$ cat src/rtl/load_store_unit.sv
// rtl/load_store_unit.sv - RV32 load/store unit with byte lanes and word-crossing split access
module load_store_unit #(
    parameter int MEM_AW = 14
) (
    input  logic              clock,
    input  logic              reset_n,
    input  logic              req_valid,
    output logic              req_ready,
    input  logic              req_write,
    input  logic [2:0]        req_funct3,
    input  logic [31:0]       req_addr,
    input  logic [31:0]       req_wdata,
    output logic              resp_valid,
    output logic [31:0]       resp_rdata,
    output logic              resp_error,
    output logic [MEM_AW-1:0] mem_address,
    output logic [3:0]        mem_byteena,
    output logic [31:0]       mem_data,
    output logic              mem_wren,
    input  logic [31:0]       mem_q
);

    typedef enum logic [1:0] {IDLE, ACC0, ACC1, RESP} state_t;

    state_t             state, state_nx;
    logic               write_q;
    logic [2:0]         funct3_q;
    logic [MEM_AW+1:0]  addr_q;
    logic [31:0]        wdata_q;
    logic               illegal_q;
    logic [31:0]        lo_q, hi_q;

    logic               accept;
    logic               illegal_in;
    logic [1:0]         off;
    logic [3:0]         size_mask;
    logic [7:0]         mask;
    logic [MEM_AW-1:0]  word_addr;
    logic [63:0]        shifted;
    logic               unused_ok;

    assign accept     = req_valid && (state == IDLE);
    assign illegal_in = (req_funct3 == 3'b011) || (req_funct3[2:1] == 2'b11)
                     || (req_write && (req_funct3[2:1] == 2'b10));

    assign off       = addr_q[1:0];
    assign word_addr = addr_q[MEM_AW+1:2];
    assign size_mask = (funct3_q[1:0] == 2'b00) ? 4'h1 :
                       (funct3_q[1:0] == 2'b01) ? 4'h3 : 4'hF;
    assign mask      = {4'b0000, size_mask} << off;
    assign shifted   = {hi_q, lo_q} >> {off, 3'b000};
    assign unused_ok = ^{req_addr[31:MEM_AW+2], shifted[63:32]};

    always_ff @(posedge clock or negedge reset_n) begin
        if (!reset_n) state <= IDLE;
        else          state <= state_nx;
    end

    always_comb begin
        state_nx = state;
        case (state)
            IDLE: if (accept) state_nx = illegal_in ? RESP : ACC0;
            ACC0: state_nx = (mask[7:4] != 4'h0) ? ACC1 : RESP;
            ACC1: state_nx = RESP;
            RESP: state_nx = IDLE;
            default: state_nx = IDLE;
        endcase
    end

    // Request fields are held for the whole transaction; read buffers fill per access phase.
    always_ff @(posedge clock or negedge reset_n) begin
        if (!reset_n) begin
            write_q   <= 1'b0;
            funct3_q  <= 3'b000;
            addr_q    <= '0;
            wdata_q   <= 32'h0;
            illegal_q <= 1'b0;
            lo_q      <= 32'h0;
            hi_q      <= 32'h0;
        end else if (accept) begin
            write_q   <= req_write;
            funct3_q  <= req_funct3;
            addr_q    <= req_addr[MEM_AW+1:0];
            wdata_q   <= req_wdata;
            illegal_q <= illegal_in;
            lo_q      <= 32'h0;
            hi_q      <= 32'h0;
        end else if (state == ACC0 && !write_q) begin
            lo_q <= mem_q;
        end else if (state == ACC1 && !write_q) begin
            hi_q <= mem_q;
        end
    end

    always_comb begin
        req_ready   = (state == IDLE);
        resp_valid  = 1'b0;
        resp_error  = 1'b0;
        resp_rdata  = 32'h0;
        mem_address = '0;
        mem_byteena = 4'h0;
        mem_data    = 32'h0;
        mem_wren    = 1'b0;
        case (state)
            ACC0: begin
                mem_address = word_addr;
                mem_byteena = mask[3:0];
                mem_data    = wdata_q << {off, 3'b000};
                mem_wren    = write_q;
            end
            ACC1: begin
                mem_address = word_addr + 1'b1;
                mem_byteena = mask[7:4];
                mem_data    = wdata_q >> (6'd32 - {1'b0, off, 3'b000});
                mem_wren    = write_q;
            end
            RESP: begin
                resp_valid = 1'b1;
                resp_error = illegal_q;
                if (!illegal_q && !write_q) begin
                    case (funct3_q)
                        3'b000:  resp_rdata = {{24{shifted[7]}}, shifted[7:0]};
                        3'b001:  resp_rdata = {{16{shifted[15]}}, shifted[15:0]};
                        3'b100:  resp_rdata = {24'h0, shifted[7:0]};
                        3'b101:  resp_rdata = {16'h0, shifted[15:0]};
                        default: resp_rdata = shifted[31:0];
                    endcase
                end
            end
            default: ;
        endcase
    end

endmodule

$ cat config.mk
export PLATFORM = sky130hd
export DESIGN_NAME = load_store_unit
export DESIGN_NICKNAME = d
export VERILOG_FILES = /design/src/rtl/load_store_unit.sv
export SDC_FILE = /design/constraint.sdc
export NUM_CORES = 1
export LEC_CHECK = 0
export BUFFER_PORTS_ARGS = -buffer_cell sky130_fd_sc_hd__buf_2
export CORE_MARGIN = 2
export CORE_UTILIZATION = 35
export CTS_BUF_LIST = sky130_fd_sc_hd__clkbuf_4 sky130_fd_sc_hd__clkbuf_8
export CTS_CLUSTER_DIAMETER = 120
export DETAILED_ROUTE_END_ITERATION = 8
export PLACE_DENSITY = 0.55
export REMOVE_ABC_BUFFERS = 1
export SETUP_SLACK_MARGIN = 0.1
export SYNTH_ARGS = -nofsm -noshare
export SYNTH_HDL_FRONTEND = slang
export SYNTH_SLANG_ARGS = --single-unit
$ cat constraint.sdc
create_clock -name clock -period 4.42 [get_ports clock]
set_clock_uncertainty 0.05 [all_clocks]
set_input_delay 1.326 -clock clock [delete_from_list [all_inputs] [get_ports clock]]
set_output_delay 1.326 -clock clock [all_outputs]
set_load 0.02 [all_outputs]
-- After elaboration in Yosys (flattened, before gate mapping)
Cells that the tools add are included.
- input port bits: 103
- bits in registers: 119
- word-level logic and storage cells: 63
- output and inout bits: 86
- multiplexer cells: 20
- $add $sub $neg: 2
- shift operators: 4
- reductions and logical operators: 17
- equality and inequality tests: 12
- operators with widths (cell ; count):
    2-to-1 mux 32 bit ; 7
    case mux 32 bit (4 select lines) ; 1
    case mux 32 bit (2 select lines) ; 1
    >> shifter 64 x 5 -> 32 bit ; 1
    << shifter 32 x 5 -> 32 bit ; 1
    >> shifter 32 x 6 -> 32 bit ; 1
    case mux 14 bit (2 select lines) ; 1
    adder 14 x 1 -> 14 bit (second input constant) ; 1
    == test 2 bit (second input constant) ; 4
    2-to-1 mux 4 bit ; 2
    case mux 2 bit (4 select lines) ; 1
    case mux 4 bit (2 select lines) ; 1
    << shifter 4 x 2 -> 8 bit ; 1
    == test 3 bit (second input constant) ; 2
    subtractor 6 x 5 -> 6 bit (first input constant) ; 1
    logical AND 1 bit ; 5
    == test 2 x 1 -> 1 bit (second input constant) ; 2
    zero test 2 bit ; 2
    2-to-1 mux 1 bit ; 4
    2-to-1 mux 2 bit ; 2
    nonzero test 2 bit ; 2
    nonzero test 4 bit ; 1
    == test 3 x 1 -> 1 bit (second input constant) ; 1
    == test 3 x 2 -> 1 bit (second input constant) ; 1
    7 further kinds ; 9

-- Longest topological paths before layout
Gate-level depths: netlist of the first run.
- depth after elaboration: 7
- mapped depth: 13
- mapped depth without buffers: 6

-- Worst setup path before layout of the first run
No wires, ideal clock.
- path kind: reg2out
- start: register addr_q[1]
- end: output port mem_data[16]
- arrival: 2.981 ns
- data required time: 3.044 ns
- path buffers: 6
- path slack: 0.063 ns
- stages on the path, launching flop included: 12
- cell sequence: dfrtp_1 buf_2 buf_2 buf_2 buf_2 inv_1 ha_1 buf_2 nor3b_1 buf_2 a221oi_1 nor3b_1
- word-level cells in the longest chain between the ends: 3
- elaborated cells on any way between the ends: 4
- those cells by class: 1 x add/sub; 2 x shift; 1 x mux
- ends and longest elaborated chain (item ; line ; text):
    start: declaration ; 28 ; logic [MEM_AW+1:0] addr_q;
    start signal: assignment ; 83 ; addr_q <= req_addr[MEM_AW+1:0];
    subtractor 6 x 5 -> 6 bit ; 114 ; mem_data = wdata_q >> (6'd32 - {1'b0, off, 3'b000});
    >> shifter 32 x 6 -> 32 bit ; 114 ;
    case mux 32 bit (2 select lines) (*) ; 104 ; case (state)
    end: declaration ; 18 ; output logic [31:0] mem_data,
Every way passes the cells marked *; elsewhere a longest branch is shown, timed or not.

-- Worst setup path after layout of the first run
- start: register addr_q[1]
- end: output port mem_data[4]
The elaborated chain is that of the path after synthesis.

==> impl_results.md, run 1 <==
* Status: complete, no violations
* Maximum fanout along the worst path at 16
* Initial DRC Count at between 300 and 400
* Fmax achieved at approximately 240 MHz
* Startpoint types: flip-flop
* Final min period at approximately 4.2 ns
* CTS Sinks at about 110
* Yosys reg bits at 111
* Pre-antenna DRT Iters at 5
* Cts hold-fix bufs at 0
* Die H at 145 um
* Residual DRC at 0
* Avg Cell Area, Syn at between 7 and 8 um2
* Crit. End Element: primary output
* Post-CTS sizing at 2
* Ys Warns at 0
* Number of diodes at 0
* Largest stage delay, worst path at 0.53 ns
* Drt total wl at ~22 mm
* Initial antenna violation count at 1
* Synth Cell Area at 6940 um2
* Die X at between 100 and 150 um
* IO buf count at around 170
* Layout area overhead at 18.5%
* Hold Vio Cnt, Final at 0
* Post-Layout Inst Area at between 8000 and 9000 um2
* Comb pwr share at about three fifths
* Pint at roughly 0.0031 W
* Area after DPL at 8010 um2
* Setup Viol. Count Final at 0
* Post-synth ARST share at 100%
* Post-synth EDFFs at 0
* Peak supply drop at 0.251 mV
* Routed Antenna Nets at 0
* CP top delay family: simple AND/OR/NAND/NOR gates
* Post-DP HPWL at ~15 mm
* Via/cell ratio at ~5.2
* Routed via count at just under 7000
* Pin count of the biggest net entering global routing at 69
* RSZ-0062 raised after global routing: false
* Sw Ratio at about half
* Flop pwr share at between 30% and 40%
* Share of cells above drive strength 1 at 23.7%
* Worst-path clk slew at approximately 0.11 ns
* Slowest CP cell: or3b_1
* Worst Path Arrival at between 2 and 3 ns
* Most common cell after layout, fill and taps aside: nand2_1
* Worst slew margin at 26.7%
* Pwr Density at between 700 and 800 nW/um2
* Max Cap Viol at 0
* Critical path buffers and inverters at 2
* Die area at between 20000 and 25000 um2
* Clock buffer count from CTS at 9
* First-pass GRT wire length at approximately 35 mm
* Hold Path Class: reg -> reg
* H-tree depth at 3
* Gr usage total at about a fifth
* Sw Pwr at 0.00305 W
* WS Path Type: reg -> out
* Most frequent cells in the layout: nand2_1 (298), buf_2 (171), dfrtp_1 (109)
* GRT Residual Overflow at 0
* Via count of the first global-routing pass at 6315
* Clock share of power at ~11%
* CTS tree: built
* Top_reg_cell synth: dfrtp_1
* Root buf cell: clkbuf_8
* Critical Path, Cell by Cell: inv_1, ha_1, or3b_1, a21oi_4, and2_2, a221o_1, buf_2
* Clock Path Buffers at 2
* Leak at between 4 and 5 nW
* Mapped Cells at 889
* GPL Wtd Cong at ~0.8
* Initial Utilization at 35.7%
* Final Instance Count excl. Fillers at 1289
* Site row count at a little over 50
* Post-synthesis sequential area ratio at 40.0%
* IO Pins at between 150 and 200
* Clk_lat worst skew at approximately 0.39 ns
* Worst Path Required at between 3 and 4 ns
* Core area at between 15000 and 20000 um2
* Final worst path period share at a little over nine tenths
* Fillers at around 2000
* Fin nets at roughly 1100
* Drt wl/cell at ~17 um
* Setup repair bufs after CTS at 0
* Hold_ws at between 0.4 and 0.5 ns
* Placed Instances at approximately 1300
* Slew @ Worst Pin at about 1.1 ns
* Yosys cell types at 49
* Max Transition Viols Final at 0
==> stage by stage <==
| step | total power, W | setup TNS, ns | setup WS [ns] | util (%) |
|---|---|---|---|---|
| CTS | 0.00613 | 0 | 0.223 | 42.2 |
| detailed placement | 0.00544 | 0 | 0.443 | 41.2 |
| global route | 0.00665 | 0 | 0.123 | 42.3 |
| global placement | 0.00541 | 0 | 0.454 | 41.2 |
| floorplan | 0.00425 | -38.97 | -1.57 | - |
| finish | 0.00610 | 0 | 0.259 | 42.3 |
==> synthesized netlist by cell type (11+ instances only) <==
cell type,n,area [um2]
a22oi_1,16,120
nand3_1,12,60.1
nand2_1,299,1120
o21ai_0,38,190
dfrtp_1,111,2780
clkbuf_1,52,195
buf_2,13,65.1
a211oi_1,15,113
a22o_1,12,105
nor2_1,43,161
and2_1,11,68.8
mux2i_1,41,410
mux2_2,18,203
a221o_1,16,160
nor2b_1,26,163
a21oi_1,91,455
==> flip-flops by register name, summed over array words and instances, names as in the netlist <==
name / flops
lo_q: 32
wdata_q: 32
hi_q: 24
addr_q: 16
funct3_q: 3
state: 2
illegal_q: 1
write_q: 1
==> power groups by stage <==
stage / Sequential (W) / Combinational (W) / Clock, W
6_report: 0.00185 / 0.00358 / 0.000680
2_1_floorplan: 0.00188 / 0.00237 / 0
5_1_grt: 0.00192 / 0.00398 / 0.000746
4_1_cts: 0.00185 / 0.00358 / 0.000705
3_5_place_dp: 0.00187 / 0.00357 / 0
3_3_place_gp: 0.00186 / 0.00355 / 0
==> path summary, 6_finish.rpt <==
kind,from,end,slack (ns),depth (start not counted)
hold reg to reg,hi_q[8],hi_q[8],0.48,2
hold / removal,hi_q[8],hi_q[8],0.48,2
min in group asynchronous,reset_n,wdata_q[0],0.93,1
setup / recovery,addr_q[1],mem_data[4],0.26,7
max in group asynchronous,reset_n,hi_q[21],2.60,2
setup reg to reg,state[1],hi_q[15],2.11,6
==> cells by family (layout without fill, tap and decap cells) <==
family	after synthesis	after routing	synth area share, %
and+or+nand+nor	414	414	25.1
AOI/OAI and AO/OA	216	216	19.9
DFF	111	111	40.0
buffers and inverters	82	217	4.96
muxes	59	59	8.83
adders and majority gates	6	6	1.08
xor gates and xnor gates	1	1	0.126
==> worst register-to-register path, delay by kind of cell (launching register included) <==
family | cells | cell delay [ns]
simple gates | 3 | 1.19
flops | 1 | 0.43
fa+ha+maj | 1 | 0.31
compound gates | 1 | 0.16
buf+inv | 1 | 0.10
==> routing by layer <==
metal	part of all wire [%]	GRT usage, %	vias to the layer above	wire, um
met1	46	29.0	3196	10100
met4	0.75	3.83	2	165
met3	6.8	4.84	11	1500
li1	-	-	3293	-
met5	0.032	0	-	7
met2	46	34.5	219	10100
==> layout make-up <==
class | count | area, um2 | share of cell area (%)
Inverter | 7 | 26.3 | 0.319
Multi-Input combinational cell | 696 | 3840 | 46.7
Timing Repair Buffer | 194 | 1040 | 12.7
Clock buffer | 10 | 131 | 1.60
Tap cell | 265 | 332 | 4.03
Clock inverter | 6 | 75.1 | 0.913
Sequential cell | 111 | 2780 | 33.8
No activity file was read; power rests on OpenSTA's default activity.
==> inputs of run 2 (changes only) <==
--- a/config.mk
+++ b/config.mk
@@ -6,6 +6,7 @@
 export NUM_CORES = 1
 export LEC_CHECK = 0
 export BUFFER_PORTS_ARGS = -buffer_cell sky130_fd_sc_hd__buf_2
+export CORE_ASPECT_RATIO = 0.9
 export CORE_MARGIN = 2
 export CORE_UTILIZATION = 35
 export CTS_BUF_LIST = sky130_fd_sc_hd__clkbuf_4 sky130_fd_sc_hd__clkbuf_8
==> run 2 against run 1 <==
Effect of this change:
- first-iteration DRC count is 2.8% lower
- utilization is 0.25 points higher
- largest power group unchanged
- critical path type unchanged
- clock-buffer cell count is 1 higher
- sequential share of layout area hardly changed
- critical path depth stayed put
- die area hardly changed
- combinational power is 1% higher
- global-route usage is 0.20 points lower
==> impl_results.md, run 2 (synthesized netlist as in run 1, its figures left out) <==
* Status: complete, no violations (unchanged)
* Clk_lat worst skew at 0.39 ns (about the same)
* Worst slew margin at 25.1% (was 26.7%)
* Final Instance Count excl. Fillers at 1279 (was 1289)
* Pin count of the biggest net entering global routing at 69 (unchanged)
* Die H at 138 um (was 145 um)
* Via/cell ratio at 5.27 (was 5.21)
* Pwr Density at 739 nW/um2 (was 742 nW/um2)
* Via count of the first global-routing pass at 6193 (was 6315)
* Worst-path clk slew at 0.11 ns (about the same)
* Startpoint types: flip-flop (unchanged)
* Gr usage total at 20.9% (was 21.1%)
* Residual DRC at 0 (unchanged)
* RSZ-0062 raised after global routing: false (unchanged)
* Hold_ws at 0.478 ns (was 0.476 ns)
* IO Pins at 189 (unchanged)
* Most common cell after layout, fill and taps aside: nand2_1 (unchanged)
* Core area at 19300 um2 (was 19500 um2)
* Initial DRC Count at 343 (was 353)
* GPL Wtd Cong at 0.808 (was 0.792)
* Root buf cell: clkbuf_8 (unchanged)
* Clock Path Buffers at 2 (unchanged)
* Biggest regs: lo_q (32), wdata_q (32), hi_q (24) (unchanged)
* IO buf count at 172 (unchanged)
* Clock buffer count from CTS at 9 (unchanged)
* Crit. End Element: primary output (unchanged)
* Worst Path Arrival at 2.66 ns (was 2.79 ns)
* Setup Viol. Count Final at 0 (unchanged)
* First-pass GRT wire length at 34.8 mm (was 34.5 mm)
* Initial Utilization at 35.9% (was 35.7%)
* Drt wl/cell at 17.2 um (was 17.0 um)
* CTS Sinks at 111 (unchanged)
* Leak at 4.06 nW (was 4.04 nW)
* Die X at 152 um (was 145 um)
* Fin nets at 1132 (was 1128)
* Layout area overhead at 18.5% (about the same)
* Area after DPL at 7990 um2 (was 8010 um2)
* Fmax achieved at 248 MHz (was 240 MHz)
* Initial antenna violation count at 3 (was 1)
* Placed Instances at 1258 (was 1273)
* Share of cells above drive strength 1 at 23.9% (was 23.7%)
* Slew @ Worst Pin at 1.12 ns (was 1.10 ns)
* Drt total wl at 22.0 mm (was 21.9 mm)
* Hold Path Class: reg -> reg (unchanged)
* Final worst path period share at 91.3% (was 94.1%)
* Post-DP HPWL at 14.6 mm (about the same)
* WS Path Type: reg -> out (unchanged)
* Maximum fanout along the worst path at 48 (was 16)
* Final min period at 4.04 ns (was 4.16 ns)
* Routed Antenna Nets at 0 (unchanged)
* GRT Residual Overflow at 0 (unchanged)
* Max Cap Viol at 0 (unchanged)
* Hold Vio Cnt, Final at 0 (unchanged)
* Peak supply drop at 0.287 mV (was 0.251 mV)
* Max Transition Viols Final at 0 (unchanged)
* Post-Layout Inst Area at 8220 um2 (was 8230 um2)
* Pre-antenna DRT Iters at 4 (was 5)
* Most frequent cells in the layout: nand2_1 (298), buf_2 (171), dfrtp_1 (109) (unchanged)
* Worst Path Required at 3.04 ns (about the same)
* Die area at 21000 um2 (about the same)
* H-tree depth at 3 (unchanged)
* Cts hold-fix bufs at 0 (unchanged)
* Fillers at 2071 (was 2029)
* Routed via count at 6740 (was 6721)
* CTS tree: built (unchanged)
* Site row count at 48 (was 51)
run 2: through the flow:
step	setup TNS, ns	utilization [%]	power, W	worst slack [ns]
finish	0	42.5	0.00608	0.383
global route	0	42.5	0.00658	0.171
CTS	0	42.3	0.00609	0.152
detailed placement	0	41.3	0.00545	0.416
global placement	0	41.3	0.00542	0.423
floorplan	-38.97	-	0.00425	-1.57
run 2: power breakdown:
group | internal, W | leakage, nW | switching [W]
logic | 0.00137 | 2.55 | 0.00226
registers | 0.00144 | 1.41 | 0.000408
clock network | 0.000228 | 0.0896 | 0.000379
run 2: worst max-delay path, cell delays in order (launching register included):
cell and delay, ns:
dfrtp_2 0.37, buf_4 0.27, buf_4 0.50, nor2b_1 0.46, a22o_1 0.22, a21oi_1 0.06
nor2b_1 0.18, buf_2 0.20
run 2: layout make-up:
class	instances	area, um2	share of cell area, %
Antenna cell	2	5.00	0.0609
Clock buffer	11	145	1.77
Clock inverter	4	30.0	0.365
Inverter	7	26.3	0.320
Multi-Input combinational cell	696	3840	46.7
Sequential cell	111	2780	33.8
Tap cell	250	313	3.80
Timing Repair Buffer	198	1080	13.2
run 2: per-layer routing:
| layer | GRT usage (%) | part of all wire (%) |
|---|---|---|
| met4 | 4.89 | 1.3 |
| met3 | 4.72 | 6.5 |
| met2 | 32.4 | 44 |
| met5 | 0 | 0.059 |
| met1 | 29.9 | 48 |
run 2: final timing paths:
| path | from | end | slack [ns] | cells past startpoint |
|---|---|---|---|---|
| min | lo_q[4] | lo_q[4] | 0.48 | 2 |
| min reg2reg | lo_q[4] | lo_q[4] | 0.48 | 2 |
| min in group asynchronous | reset_n | wdata_q[0] | 0.91 | 1 |
| max reg2reg | state[1] | hi_q[15] | 1.99 | 7 |
| max in group asynchronous | reset_n | addr_q[1] | 2.61 | 2 |
| max | addr_q[0] | mem_data[20] | 0.38 | 7 |
run 2: repair_timing:
item | CTS | global route
gates resized for setup | 1 | 1
buffers inserted | 1 | 3
endpoints found under the hold margin | 0 | 0
setup endpoints to repair | 18 | 20
pin swaps | 1 | 0
